## src/rtl/bounded_counter_pkg.sv

```systemverilog
// Shared types and helpers for the bounded up/down counter.
package bounded_counter_pkg;

  typedef enum logic [1:0] {
    MODE_WRAP     = 2'd0,
    MODE_SATURATE = 2'd1,
    MODE_ONESHOT  = 2'd2,
    MODE_RSVD     = 2'd3
  } mode_e;

  typedef enum logic {
    ST_COUNT = 1'b0,
    ST_DONE  = 1'b1
  } ch_state_e;

  // Reserved mode code behaves exactly like WRAP.
  function automatic logic mode_is_wrap(input mode_e m);
    return (m == MODE_WRAP) || (m == MODE_RSVD);
  endfunction

endpackage

```

## src/rtl/bounded_counter_ch.sv

```systemverilog
// One independent counter channel: clear/load/step priority, terminal handling, oneshot FSM.
module bounded_counter_ch #(
  parameter int unsigned WIDTH = 4
) (
  input  logic             clk,
  input  logic             rst_n,
  input  logic             en_i,
  input  logic             up_dn_i,
  input  logic             load_i,
  input  logic [WIDTH-1:0] load_val_i,
  input  logic [WIDTH-1:0] bound_i,
  input  logic [1:0]       mode_i,
  input  logic             clr_i,
  output logic [WIDTH-1:0] cnt_o,
  output logic             tc_o,
  output logic             ovf_o,
  output logic             done_o
);
  import bounded_counter_pkg::*;

  logic [WIDTH-1:0] cnt_q, cnt_d;
  logic             tc_q, tc_d;
  logic             ovf_q, ovf_d;
  ch_state_e        state_q, state_d;
  mode_e            mode;
  logic             term;

  assign mode = mode_e'(mode_i);

  // State register, asynchronously cleared.
  always_ff @(posedge clk or negedge rst_n) begin
    if (!rst_n) begin
      cnt_q   <= '0;
      tc_q    <= 1'b0;
      ovf_q   <= 1'b0;
      state_q <= ST_COUNT;
    end else begin
      cnt_q   <= cnt_d;
      tc_q    <= tc_d;
      ovf_q   <= ovf_d;
      state_q <= state_d;
    end
  end

  // Next state: clr > load > enabled step in COUNT > hold.
  always_comb begin
    cnt_d   = cnt_q;
    tc_d    = 1'b0;
    ovf_d   = ovf_q;
    state_d = state_q;
    term    = 1'b0;
    if (clr_i) begin
      cnt_d   = '0;
      ovf_d   = 1'b0;
      state_d = ST_COUNT;
    end else if (load_i) begin
      cnt_d   = (load_val_i > bound_i) ? bound_i : load_val_i;
      state_d = ST_COUNT;
    end else if (en_i && (state_q == ST_COUNT)) begin
      if (up_dn_i) begin
        if (cnt_q < bound_i) begin
          cnt_d = cnt_q + WIDTH'(1);
        end else begin
          term  = 1'b1;
          // At or above the bound: wrap to zero, otherwise clamp to the bound.
          cnt_d = mode_is_wrap(mode) ? '0 : bound_i;
        end
      end else begin
        if (cnt_q != '0) begin
          cnt_d = cnt_q - WIDTH'(1);
        end else begin
          term  = 1'b1;
          cnt_d = mode_is_wrap(mode) ? bound_i : '0;
        end
      end
      if (term) begin
        tc_d  = 1'b1;
        ovf_d = 1'b1;
        if (mode == MODE_ONESHOT) begin
          state_d = ST_DONE;
        end
      end
    end
  end

  assign cnt_o  = cnt_q;
  assign tc_o   = tc_q;
  assign ovf_o  = ovf_q;
  assign done_o = (state_q == ST_DONE);

endmodule

```

## src/rtl/bounded_counter.sv

```systemverilog
// Multi-channel bounded counter: NUM_CH independent channels sharing bound, mode and clr.
module bounded_counter #(
  parameter int unsigned WIDTH  = 4,
  parameter int unsigned NUM_CH = 2
) (
  input  logic                    clk,
  input  logic                    rst,
  input  logic [NUM_CH-1:0]       en,
  input  logic [NUM_CH-1:0]       up_dn,
  input  logic [NUM_CH-1:0]       load,
  input  logic [NUM_CH*WIDTH-1:0] load_val,
  input  logic [WIDTH-1:0]        bound,
  input  logic [1:0]              mode,
  input  logic                    clr,
  output logic [NUM_CH*WIDTH-1:0] out,
  output logic [NUM_CH-1:0]       tc,
  output logic [NUM_CH-1:0]       ovf,
  output logic [NUM_CH-1:0]       done
);
  import bounded_counter_pkg::*;

  // One channel instance per slice of the packed buses.
  for (genvar g = 0; g < NUM_CH; g++) begin : g_ch
    bounded_counter_ch #(
      .WIDTH(WIDTH)
    ) u_ch (
      .clk       (clk),
      .rst_n     (rst),
      .en_i      (en[g]),
      .up_dn_i   (up_dn[g]),
      .load_i    (load[g]),
      .load_val_i(load_val[g*WIDTH +: WIDTH]),
      .bound_i   (bound),
      .mode_i    (mode),
      .clr_i     (clr),
      .cnt_o     (out[g*WIDTH +: WIDTH]),
      .tc_o      (tc[g]),
      .ovf_o     (ovf[g]),
      .done_o    (done[g])
    );
  end

endmodule

```

## config.mk

```make
export PLATFORM = sky130hd
export DESIGN_NAME = bounded_counter
export DESIGN_NICKNAME = d
export VERILOG_FILES = /design/src/rtl/bounded_counter_pkg.sv /design/src/rtl/bounded_counter_ch.sv /design/src/rtl/bounded_counter.sv
export SDC_FILE = /design/constraint.sdc
export NUM_CORES = 1
export LEC_CHECK = 0
export CAP_MARGIN = 20
export CORE_UTILIZATION = 50
export CTS_CLUSTER_DIAMETER = 150
export DETAILED_ROUTE_END_ITERATION = 16
export PLACE_DENSITY_LB_ADDON = 0.25
export SYNTH_ARGS = -nofsm -noshare
export SYNTH_HDL_FRONTEND = slang
export SYNTH_SLANG_ARGS = --single-unit
```

## constraint.sdc

```tcl
create_clock -name clk -period 2.6 [get_ports clk]
set_input_delay 0.52 -clock clk [delete_from_list [all_inputs] [get_ports clk]]
set_output_delay 0.52 -clock clk [all_outputs]
set_load 0.01 [all_outputs]
```

# Yosys cells after proc, flatten, opt, wreduce, memory -nomap -nowiden
# Index checks and enable logic that the tools add are counted.
word_totals:
  regBits: 14
  inputBits: 23
  out_inout_bits: 14
  word_cells: 95
op_classes:
  n_addsub: 4
  magnitude_cmp: 4
  eq_ne: 4
  mux: 53
  bitwise: 2
  reduce_logical: 20
ops:
  columns: ["op", "count"]
  rows:
  - ["4-bit 2-to-1 mux", 16]
  - ["1-bit 2-to-1 mux", 37]
  - ["3-bit nonzero test", 6]
  - ["3-bit AND reduction", 4]
  - ["4-bit by 1-bit adder with 4-bit output (second input constant)", 2]
  - ["4-bit > comparator", 2]
  - ["4-bit < comparator", 2]
  - ["2-bit nonzero test", 4]
  - ["4-bit nonzero test", 2]
  - ["4-bit by 1-bit subtractor with 4-bit output (second input constant)", 2]
  - ["2-bit == test (second input constant)", 2]
  - ["2-bit by 1-bit inequality test with 1-bit output (second input constant)", 2]
  - ["1-bit logical AND", 2]
  - ["2-bit logical NOT", 1]
  - ["1-bit NOT", 2]
  - ["1-bit logical OR", 1]

# Longest topological paths before layout
# Gate-level depths: netlist of the first run.
logic_depth:
  word_depth: 10
  ltp_mapped: 9
  mapped_depth_nobuf: 8

# By module
# From an unflattened synthesis of the first run, not the netlist that was laid out.
hier_totals:
  cells_unflattened: 199
  area_unflattened_um2: 1627.8
modules_own_cells:
  columns: ["module", "instances", "cells_per_inst", "area_each_um2", "seq_area_each_um2"]
  rows:
  - ["bounded_counter_ch at g_ch[1].u_ch", 1, 101, 819.5, 175.2]
  - ["bounded_counter_ch at g_ch[0].u_ch", 1, 98, 808.3, 175.2]

# Least setup slack after synthesis of the first run
# OpenSTA, ideal clock, no wires.
synth_timing:
  path_type: "input to register"
  startpoint: "in bound[1]"
  endpoint: "reg g_ch[1].u_ch.cnt_q[0]"
  setup_time_ns: 0.138
  t_arrival_ns: 1.907
  required_ns: 2.462
  path_slack_ns: 0.556
  path_stages: 8
  path_buffers: 0
  cell_sequence: "inv_1 ha_1 nor2b_1 o211ai_1 a21oi_1 mux2_2 nand2_1 o221ai_1"
synth_between:
  elab_chain_len: 6
  word_cells_on_any_way: 8
  classes_between: "2 x order compare; 6 x mux"
synth_rtl:
  columns: ["item", "line_no", "text"]
  rows:
  - ["from (decl)", "bounded_counter.sv:12", "input logic [WIDTH-1:0] bound,"]
  - ["4-bit < comparator", "bounded_counter_ch.sv:61", "if (cnt_q < bound_i) begin"]
  - ["4-bit 2-to-1 mux", "bounded_counter_ch.sv:61", null]
  - ["4-bit 2-to-1 mux", "bounded_counter_ch.sv:60", "if (up_dn_i) begin"]
  - ["4-bit 2-to-1 mux", "bounded_counter_ch.sv:59", "end else if (en_i && (state_q == ST_COUNT)) begin"]
  - ["4-bit 2-to-1 mux (*)", "bounded_counter_ch.sv:56", "end else if (load_i) begin"]
  - ["4-bit 2-to-1 mux (*)", "bounded_counter_ch.sv:52", "if (clr_i) begin"]
  - ["to (signal assigned)", "bounded_counter_ch.sv:38", "cnt_q <= cnt_d;"]
  - ["to (decl)", "bounded_counter_ch.sv:21", "logic [WIDTH-1:0] cnt_q, cnt_d;"]
# Mark *: on every way between the ends. The rest lies on a longest branch, timed or not. The select of a mux whose other input is x is not followed.
# A chain may end at the register's enable or synchronous reset.

# Worst setup path after layout of the first run
layout_timing:
  startpoint: "in bound[0]"
  endpoint: "reg g_ch[0].u_ch.cnt_q[2]"
layout_between:
  elab_chain_len: 6
  word_cells_on_any_way: 8
  classes_between: "2 x order compare; 6 x mux"
layout_rtl:
  columns: ["item", "line_no"]
  rows:
  - ["4-bit < comparator", "bounded_counter_ch.sv:61"]
  - ["4-bit 2-to-1 mux", "bounded_counter_ch.sv:61"]
  - ["4-bit 2-to-1 mux", "bounded_counter_ch.sv:60"]
  - ["4-bit 2-to-1 mux", "bounded_counter_ch.sv:59"]
  - ["4-bit 2-to-1 mux (*)", "bounded_counter_ch.sv:56"]
  - ["4-bit 2-to-1 mux (*)", "bounded_counter_ch.sv:52"]
  - ["to (signal assigned)", "bounded_counter_ch.sv:38"]
  - ["to (decl)", "bounded_counter_ch.sv:21"]
# Marks and branches as above.

==> impl_metrics.ini, run 1 <==
[sta]
finalSetupTns_ps = 0
tightest_slew_ps = 718
setup_ws_ps = 321
max-slew-margin-rel = 0.520
timing.final.setup_violations = 0
unrepaired_setup_endpoints_after_global_routing = false
skew_ps = 1.50
total_count_of_hold_check_failures_in_the_final_report = 0
fin_crit_ps = 2280
min_period_over_period = 0.876
final-max-slew-violation-count = 0
fmax_mhz = 439

[finish]
antenna_cells_inserted = 0
register_area_um2 = 350
design.final.nets = 269
fin_cells = 257
area.growth.synth_to_final_pct = 27.1
post-route-util = 0.698
drive_above_1_share = 0.0885
postLayoutCellArea_mm2 = 0.00199
fillers = 260
multi_input_area_mm2 = 0.00108

[grt]
globalRouteMet1Util = 0.365
overflow = 0
grt_antenna_before_repair = 0
grt-busiest-layer = met2
first_global_vias = 1489
grtUsageMet2 = 0.465
grt_pass1_wl_um = 6950
globalRouteMet3Util = 0.0335
grt.total_usage = 0.274
pin_count_of_the_biggest_net_entering_global_routing = 15

[clock_tree]
post_cts_buffers = 0
worst_setup_hold_path_clk_slew_ps = 110
cts_hold_buffers = 0
tritoncts = done
htreeDepth = 1
cts-buffers-inserted = 3
cts.root.buffer_cell = sky130_fd_sc_hd__clkbuf_4
cts.repair.resized = 0
cts.sinks = 14
clkLatencyLatePin_ps = 290
cts.path.max_buffers = 2

[synthesis]
synth-warning-count = 0
synthDistinctLibCells = 34
synth_fp_nets = 231
synth.ff_latch_count = 14
post_synth_inst_count = 189
syn_area_per_cell_um2 = 8.29
synth-seq-area-share = 0.224
syn_area_mm2 = 0.00157

[die]
design.die.area_mm2 = 0.00336
fp-row-count = 19
die_width_um = 58.0
vertical_die_dimension_um = 58.0
io-pin-count = 37
floorplan.core_area_mm2 = 0.00285
initial_core_util = 0.549

[placed_design]
place.port_buffers = 36
place_congestion = 0.927
dp.final_hpwl_um = 3420
placedCellCount = 253
dpl_worst_slack_ps = 9.11
place_area_mm2 = 0.00195

[worst_hold_path]
hold_path_class = reg -> reg

[routing]
detail_route.first_pass.iterations = 10
routedWlPerCell_um = 16.7
detail-route-antenna-nets = 0
dr.first_iter.drc_count = 65
detail_route.wirelength_um = 4300
vias = 1523
vias_per_cell = 5.93
drc = 2

[pwr]
p_seq_frac = 0.321
p_sw_frac = 0.380
power.share.clock = 0.206
ir_worst_vdd_uv = 210
power_switching_mw = 0.322
cell_internal_power_dissipation_mw = 0.524
power_per_cell_area_mw_per_mm2 = 425
power.combinational.fraction = 0.473
power_leakage_nw = 0.910

[critical_path]
criticalPathCategory = in -> reg
data_required_critical_path_ps = 2790
worstPathMaxFanout = 9
cp-end-kind = flop
start_kind = input pin
worstPathArrival_ps = 2460

[job]
timing.max_cap.violations = 0

[outcome]
failing_checks = design-rule violations
result_of_the_run = finished, violations left
synth_stat cells:
library cell,n,area (um^2)
sky130_fd_sc_hd__mux2_2,2,22.5
sky130_fd_sc_hd__clkbuf_1,4,15.0
sky130_fd_sc_hd__a21o_1,3,22.5
sky130_fd_sc_hd__a32oi_1,1,8.76
sky130_fd_sc_hd__nor3_1,7,35.0
sky130_fd_sc_hd__nor2b_1,6,37.5
sky130_fd_sc_hd__nand2b_1,10,62.6
sky130_fd_sc_hd__a211o_1,1,8.76
sky130_fd_sc_hd__nor4_1,1,6.26
sky130_fd_sc_hd__o22ai_1,2,12.5
sky130_fd_sc_hd__nand3_1,4,20.0
sky130_fd_sc_hd__o221ai_1,2,17.5
sky130_fd_sc_hd__nand2_1,11,41.3
sky130_fd_sc_hd__a21oi_1,15,75.1
sky130_fd_sc_hd__o21ai_1,1,5.00
sky130_fd_sc_hd__o211ai_1,5,37.5
sky130_fd_sc_hd__buf_6,1,11.3
sky130_fd_sc_hd__o21ai_0,11,55.1
sky130_fd_sc_hd__inv_1,14,52.6
sky130_fd_sc_hd__and4_1,2,17.5
sky130_fd_sc_hd__buf_4,7,52.6
sky130_fd_sc_hd__mux2i_1,12,120
sky130_fd_sc_hd__dfrtp_1,14,350
sky130_fd_sc_hd__and2_1,1,6.26
sky130_fd_sc_hd__o22a_1,1,8.76
sky130_fd_sc_hd__o31ai_1,4,30.0
sky130_fd_sc_hd__a22o_1,3,26.3
sky130_fd_sc_hd__mux2_4,1,15.0
sky130_fd_sc_hd__a21oi_2,2,17.5
sky130_fd_sc_hd__xor2_1,4,35.0
sky130_fd_sc_hd__nor2_1,11,41.3
sky130_fd_sc_hd__a2111oi_2,2,30.0
sky130_fd_sc_hd__a31oi_1,5,31.3
sky130_fd_sc_hd__ha_1,19,238
metal layers:
layer  vias up  routed length (um)
li1        759                   -
met1       691                1980
met2        63                1960
met3        10                 292
met4         0                  70
met5         -                   0
cell type report:
class	instances	share of cell area
Inverter	14	0.0264
Multi-Input combinational cell	149	0.545
Timing Repair Buffer	45	0.215
Clock buffer	4	0.0182
Sequential cell	14	0.176
Tap cell	31	0.0195
cell families (layout without fill, tap and decap cells):
kind of cell,Yosys count,count (layout),share of synthesized area
xor gates and xnor gates,4,4,0.0224
buffers and inverters,26,63,0.0839
adders and majority gates,19,19,0.152
muxes,15,15,0.101
AOI/OAI and AO/OA,58,58,0.247
and+or+nand+nor,53,53,0.171
DFF,14,14,0.224
power groups by stage:
stage | sequential (mW) | clock, mW | combinational, mW
detailed placement | 0.275 | 0 | 0.397
global route | 0.275 | 0.185 | 0.439
floorplan | 0.268 | 0 | 0.253
CTS | 0.270 | 0.173 | 0.398
global placement | 0.274 | 0 | 0.383
finish | 0.272 | 0.174 | 0.400
worst max-delay path, stage by stage:
cell                              delay, ps
sky130_fd_sc_hd__clkdlybuf4s50_1        600
sky130_fd_sc_hd__ha_1                   290
sky130_fd_sc_hd__nor2b_1                120
sky130_fd_sc_hd__o211ai_1               110
sky130_fd_sc_hd__a21oi_1                150
sky130_fd_sc_hd__buf_4                  170
sky130_fd_sc_hd__mux2i_1                210
sky130_fd_sc_hd__nor2_1                  60
sky130_fd_sc_hd__a211o_1                230
cell usage in the layout, fill, tap and decap left out, drive strengths merged, types with 4 or more instances in the layout:
cell type | synthesis | layout
ha | 19 | 19
nor2 | 11 | 11
o21ai | 12 | 12
clkbuf | 4 | 4
nor3 | 7 | 7
o31ai | 4 | 4
inv | 14 | 14
buf | 8 | 9
clkdlybuf4s50 | 0 | 36
a21oi | 17 | 17
nand2 | 11 | 11
nand2b | 10 | 10
nand3 | 4 | 4
xor2 | 4 | 4
nor2b | 6 | 6
dfrtp | 14 | 14
mux2i | 12 | 12
a31oi | 5 | 5
o211ai | 5 | 5
final timing paths:
path	startpoint	to	slack, ps	cells after the start
setup reg to reg	g_ch[0].u_ch.cnt_o[2]$_DFFE_PN0P_	g_ch[0].u_ch.cnt_o[2]$_DFFE_PN0P_	580	6
hold / removal	g_ch[0].u_ch.ovf_o$_DFFE_PN0P_	g_ch[0].u_ch.ovf_o$_DFFE_PN0P_	490	1
max in group asynchronous	rst	g_ch[0].u_ch.cnt_o[2]$_DFFE_PN0P_	1510	1
min in group asynchronous	rst	g_ch[1].u_ch.ovf_o$_DFFE_PN0P_	650	1
hold reg to reg	g_ch[0].u_ch.ovf_o$_DFFE_PN0P_	g_ch[0].u_ch.ovf_o$_DFFE_PN0P_	490	1
setup / recovery	bound[0]	g_ch[0].u_ch.cnt_o[2]$_DFFE_PN0P_	320	9
state kept, by name (all words and copies together), names as in the netlist:
register,count
g_ch.u_ch.done_o,2
g_ch.u_ch.ovf_o,2
g_ch.u_ch.tc_o,2
g_ch.u_ch.cnt_o,8
stage by stage:
stage	hold slack, ps	power (mW)
after floorplan	224	0.521
after global placement	463	0.657
after detailed placement	477	0.671
after CTS	501	0.841
after global routing	530	0.900
final	494	0.846
No activity file was read; power rests on OpenSTA's default activity.
==> inputs of run 2 (changes only) <==
--- a/config.mk
+++ b/config.mk
@@ -9,6 +9,7 @@
 export CORE_UTILIZATION = 50
 export CTS_CLUSTER_DIAMETER = 150
 export DETAILED_ROUTE_END_ITERATION = 16
+export MAX_ROUTING_LAYER = met4
 export PLACE_DENSITY_LB_ADDON = 0.25
 export SYNTH_ARGS = -nofsm -noshare
 export SYNTH_HDL_FRONTEND = slang
==> run 2 against run 1 <==
- the run still ends with design-rule violations left
- final cell count is 0.78% lower
- core utilization is 0.75 points lower
- sequential cell count unchanged
- design area down 1.1%
==> impl_metrics.ini, run 2 (synthesis gave the netlist of run 1 again) <==
[outcome]
result_of_the_run = finished, violations left
failing_checks = design-rule violations

[critical_path]
critical-path-slowest-cell = sky130_fd_sc_hd__clkdlybuf4s50_1
start_kind = input pin
worstPathArrival_ps = 2460
criticalPathCategory = in -> reg
cp-end-kind = flop
data_required_critical_path_ps = 2780
worstPathMaxFanout = 5
critical-path-top-delay-family = buffers and inverters
path_buf_inv = 3
worst_stage_delay_on_the_critical_path_ps = 470
worst_setup_path_startpoint = bound[1]
launching_point_of_the_worst_reg2reg_path = g_ch[0].u_ch.cnt_o[2]$_DFFE_PN0P_
critical_path.cell_chain = clkdlybuf4s50_1 -> inv_1 -> ha_1 -> a2111oi_2 -> a21oi_2 -> buf_4 -> mux2i_1 -> a21oi_1 -> o22a_1

[routing]
detail_route.wirelength_um = 4240
dr.first_iter.drc_count = 48
routedWlPerCell_um = 16.6
vias_per_cell = 6.14
vias = 1566
detail-route-antenna-nets = 0
detail_route.first_pass.iterations = 14
drc = 2

[die]
design.die.area_mm2 = 0.00336
io-pin-count = 37
fp-row-count = 19
initial_core_util = 0.549
vertical_die_dimension_um = 58.0
die_width_um = 58.0
floorplan.core_area_mm2 = 0.00285

[worst_hold_path]
hold_path_class = reg -> reg
hold_start = g_ch[0].u_ch.ovf_o$_DFFE_PN0P_

[finish]
layout.cells.most_common_list = sky130_fd_sc_hd__clkdlybuf4s50_1, sky130_fd_sc_hd__ha_1, sky130_fd_sc_hd__a21oi_1
drive_above_1_share = 0.0804
area.growth.synth_to_final_pct = 25.7
antenna_cells_inserted = 0
largest_register_ff_count = 8
mostFrequentLayoutCell = sky130_fd_sc_hd__clkdlybuf4s50_1
fin_cells = 255
design.final.nets = 268
fillers = 261
postLayoutCellArea_mm2 = 0.00197

[pwr]
p_seq_frac = 0.345
power.share.clock = 0.167
ir_worst_vdd_uv = 261
power.combinational.fraction = 0.488
power_switching_mw = 0.312
power_per_cell_area_mw_per_mm2 = 408
cell_internal_power_dissipation_mw = 0.491
p_sw_frac = 0.389
power_leakage_nw = 0.897

[sta]
final-max-slew-violation-count = 0
min_period_over_period = 0.878
unrepaired_setup_endpoints_after_global_routing = false
total_count_of_hold_check_failures_in_the_final_report = 0
timing.final.setup_violations = 0
skew_ps = 0.754
fmax_mhz = 438
max-slew-margin-rel = 0.509
tightest_slew_ps = 735
finalSetupTns_ps = 0
fin_crit_ps = 2280

[job]
timing.max_cap.violations = 0

[placed_design]
place_area_mm2 = 0.00195
place.port_buffers = 36
place_congestion = 0.942
placedCellCount = 252
dp.final_hpwl_um = 3350

[grt]
grt_antenna_before_repair = 0
grt.total_usage = 0.280
first_global_vias = 1563
pin_count_of_the_biggest_net_entering_global_routing = 15
grt_pass1_wl_um = 7020
overflow = 0

[clock_tree]
cts.path.max_buffers = 2
post_cts_buffers = 0
tritoncts = done
cts.repair.resized = 0
worst_setup_hold_path_clk_slew_ps = 100
clkLatencyLatePin_ps = 280
cts_hold_buffers = 0
cts.root.buffer_cell = sky130_fd_sc_hd__clkbuf_4
cts-buffers-inserted = 3
htreeDepth = 1
cts.sinks = 14
-- run 2: cell types whose count changed in the layout (fill, tap and decap cells not counted), sizes merged --
cell / delta
buf: -1
clkbuf: -1
-- run 2: power by group through the flow --
stage	combinational, mW	sequential, mW	clock (mW)
after detailed placement	0.388	0.280	0
after global routing	0.433	0.280	0.140
final	0.392	0.277	0.134
after global placement	0.379	0.278	0
after floorplan	0.253	0.268	0
after CTS	0.390	0.275	0.132
-- run 2: cell type report --
class                      count  area (um^2)  area share
sequential                    14          350       0.178
tap                           31         38.8      0.0197
multi-input combinational    149         1080       0.551
timing repair buffer          44          420       0.213
inverter                      14         52.6      0.0267
clock buffer                   3         22.5      0.0114
-- run 2: path summary, 6_finish.rpt --
check / endpoint / slack (ps) / cells past startpoint
setup / recovery: g_ch[1].u_ch.cnt_o[2]$_DFFE_PN0P_ / 320 / 9
hold / removal: g_ch[0].u_ch.ovf_o$_DFFE_PN0P_ / 490 / 1
setup reg to reg: g_ch[0].u_ch.cnt_o[2]$_DFFE_PN0P_ / 570 / 6
hold reg to reg: g_ch[0].u_ch.ovf_o$_DFFE_PN0P_ / 490 / 1
max in group asynchronous: g_ch[0].u_ch.ovf_o$_DFFE_PN0P_ / 1470 / 1
min in group asynchronous: g_ch[1].u_ch.ovf_o$_DFFE_PN0P_ / 660 / 1
-- run 2: metrics by stage --
step                      power (mW)  hold WS, ps  utilization  setup slack (ps)
after floorplan                0.521          224            -               556
after global placement         0.657          466        0.682              39.8
after detailed placement       0.668          469        0.682              28.5
after CTS                      0.798          490        0.690               319
after global routing           0.853          528        0.690               189
final                          0.803          488        0.690               318
-- run 2: metal layers --
metal | part of all wire | vias up | GRT usage
met1 | 0.46 | 730 | 0.382
met2 | 0.46 | 72 | 0.445
met4 | 0.0097 | 0 | 0.0986
met3 | 0.073 | 4 | 0.0112
met5 | 0 | - | -
li1 | - | 760 | -
==> RTL change: new RTL, flow settings as in run 1 <==
Set the parameter `NUM_CH` to 1 (it was 2).
--- a/src/rtl/bounded_counter.sv
+++ b/src/rtl/bounded_counter.sv
@@ -1,7 +1,7 @@
 // Multi-channel bounded counter: NUM_CH independent channels sharing bound, mode and clr.
 module bounded_counter #(
   parameter int unsigned WIDTH  = 4,
-  parameter int unsigned NUM_CH = 2
+  parameter int unsigned NUM_CH = 1
 ) (
   input  logic                    clk,
   input  logic                    rst,
Ports: changed (8 resized); port bits go from 37 to 23. No check against the original RTL was run, so the function may have changed too.
==> RTL change against run 1 <==
Core utilization increased by 3.0 points. First-iteration DRC count decreased by 54%. Non-clock buffer count decreased by 20. Clock skew increased by 0.0020 ns. Final area decreased by 44%. Register-to-register slack improved by 0.11 ns. Count of clock-buffer cells in the layout unchanged. Area after synthesis decreased by 47%. Wire length decreased by 51%. Final cell count decreased by 44%. Combinational power decreased by 49%. Worst setup slack improved by 0.026 ns. Total power decreased by 47%. Sequential cell count decreased by 7.
==> RTL change: results (changes against run 1) <==
| Metric | Value |
|---|---|
| Run status | finished clean |
| Leak | 0.5015 nW (-45%) |
| Global-route wire length before repair | 3.691 mm (-47%) |
| Max reg flops | 4 (-4) |
| Final Skew | 0.003488 ns (+0.001989 ns) |
| Worst Path Max Fanout | 4 (-5) |
| DR iter-0 viols | 30 (-54%) |
| Clk Latency, worst-skew pair | 0.25 ns (-0.04 ns) |
| PortBufs | 22 (-39%) |
| Num CTS Buffers | 3 (unchanged) |
| Reg2reg setup slack | 0.69 ns (+0.11 ns) |
| Synth area leaders | dfrtp_1 21%, ha_1 15%, o21ai_0 5.4% |
| Vias in the first global route | 834 (-44%) |
| Post-synthesis mux area share | 6.193% (-3.9 points) |
| Post-Route WL | 2.092 mm (-51%) |
| Fraction of layout cells with a size suffix above 1 | 7.874% (-0.98 points) |
| Fin nets | 154 (-43%) |
| Delay-heaviest family, CP | compound AO/OA/AOI/OAI gates |
| Fraction of the mapped netlist area in adder cells | 15.11% (-0.070 points) |
| Detailed placer's ending HPWL | 1.676 mm (-51%) |
| Seq/Total Area, Yosys | 21.15% (-1.2 points) |
| Worst Setup SP | bound[1] |
| Hold Slack | 0.4845 ns (-0.009199 ns) |
| Measured slew at the worst slew-check pin | 0.4970 ns (-0.2208 ns) |
| Xor and xnor area share after synthesis | 2.115% (-0.12 points) |
| Stages on worst setup path | 8 (-1) |
| Worst ir drop on vdd | 313.0 µV (+49%) |
| GPL Wtd Cong | 0.8346 (-10%) |
| H-tree levels | 1 (unchanged) |
| Reg2reg end | g_ch[0].u_ch.cnt_o[3] |
| Vias per cell | 6.217 (+4.9%) |
| Largest net degree at the start of global routing | 16 (+1) |
| Post-synth top cells | 10 x ha_1, 9 x inv_1, 9 x o21ai_0, 7 x dfrtp_1 |
| Clock Pin Slew Worst Setup and Hold Paths | 0.05 ns (-0.06 ns) |
| First-pass iteration count of the detailed router | 4 (-6) |
| Syn nets | 126 (-45%) |
| Complex-gate fraction of the synthesized area | 23.72% (-0.96 points) |
| Fill cells | 125 (-52%) |
| Crit path DAT | 2.43 ns (-0.03 ns) |
| Slowest stage delay, CP | 0.47 ns (-0.13 ns) |
| Library cells used by synthesis | 35 (+2.9%) |
[RTL change: cell count changes after synthesis, moves of 8 or more]
cell     delta
ha_1        -9
nand2_1     -8
mux2i_1     -8
a21oi_1    -12
[RTL change: area by class of cell]
cell class              count  area [µm²]  share of cell area (%)
flip-flops and latches      7       175.2                   15.80
repair buffers             25       242.7                   21.90
well taps                  16       20.02                   1.806
multi-input cells          82       610.6                   55.08
clock buffers               4       26.28                   2.370
inverters                   9       33.78                   3.047
[RTL change: stage by stage]
| step | setup slack [ns] | instances | utilization, % | power, mW | area, µm² |
|---|---|---|---|---|---|
| final | 0.3474 | 143 | 72.74 | 0.4462 | 1109 |
| after global routing | 0.2274 | 143 | 72.74 | 0.4836 | 1109 |
| after CTS | 0.3628 | 143 | 72.74 | 0.4484 | 1109 |
| after detailed placement | 0.1070 | 139 | 71.02 | 0.3446 | 1082 |
| after global placement | 0.1382 | 139 | 71.02 | 0.3407 | 1082 |
| after floorplan | 0.7172 | 100 | - | 0.2627 | 828.3 |
[RTL change: power breakdown]
group          internal [mW]  total (mW)  leakage [nW]  switching [mW]
Clock                 0.0587       0.100        0.0150          0.0418
Combinational          0.108       0.206         0.393          0.0985
Sequential             0.119       0.140        0.0938          0.0210
[RTL change: kinds of logic (layout without fill, tap and decap cells)]
family,Yosys count,after routing
buf+inv,11,38
compound gates,29,29
xor+xnor,2,2
fa+ha+maj,10,10
mux,5,5
simple gates,36,36
flops,7,7
[RTL change: metal layers]
layer	share of wire, %	GRT usage [%]	vias to the layer above	wire length (µm)
met5	0	0	-	0
met4	0	6.250	0	0
met3	6.5	4.255	0	137
met2	49	41.21	44	1024
met1	44	37.53	409	930
li1	-	-	436	-
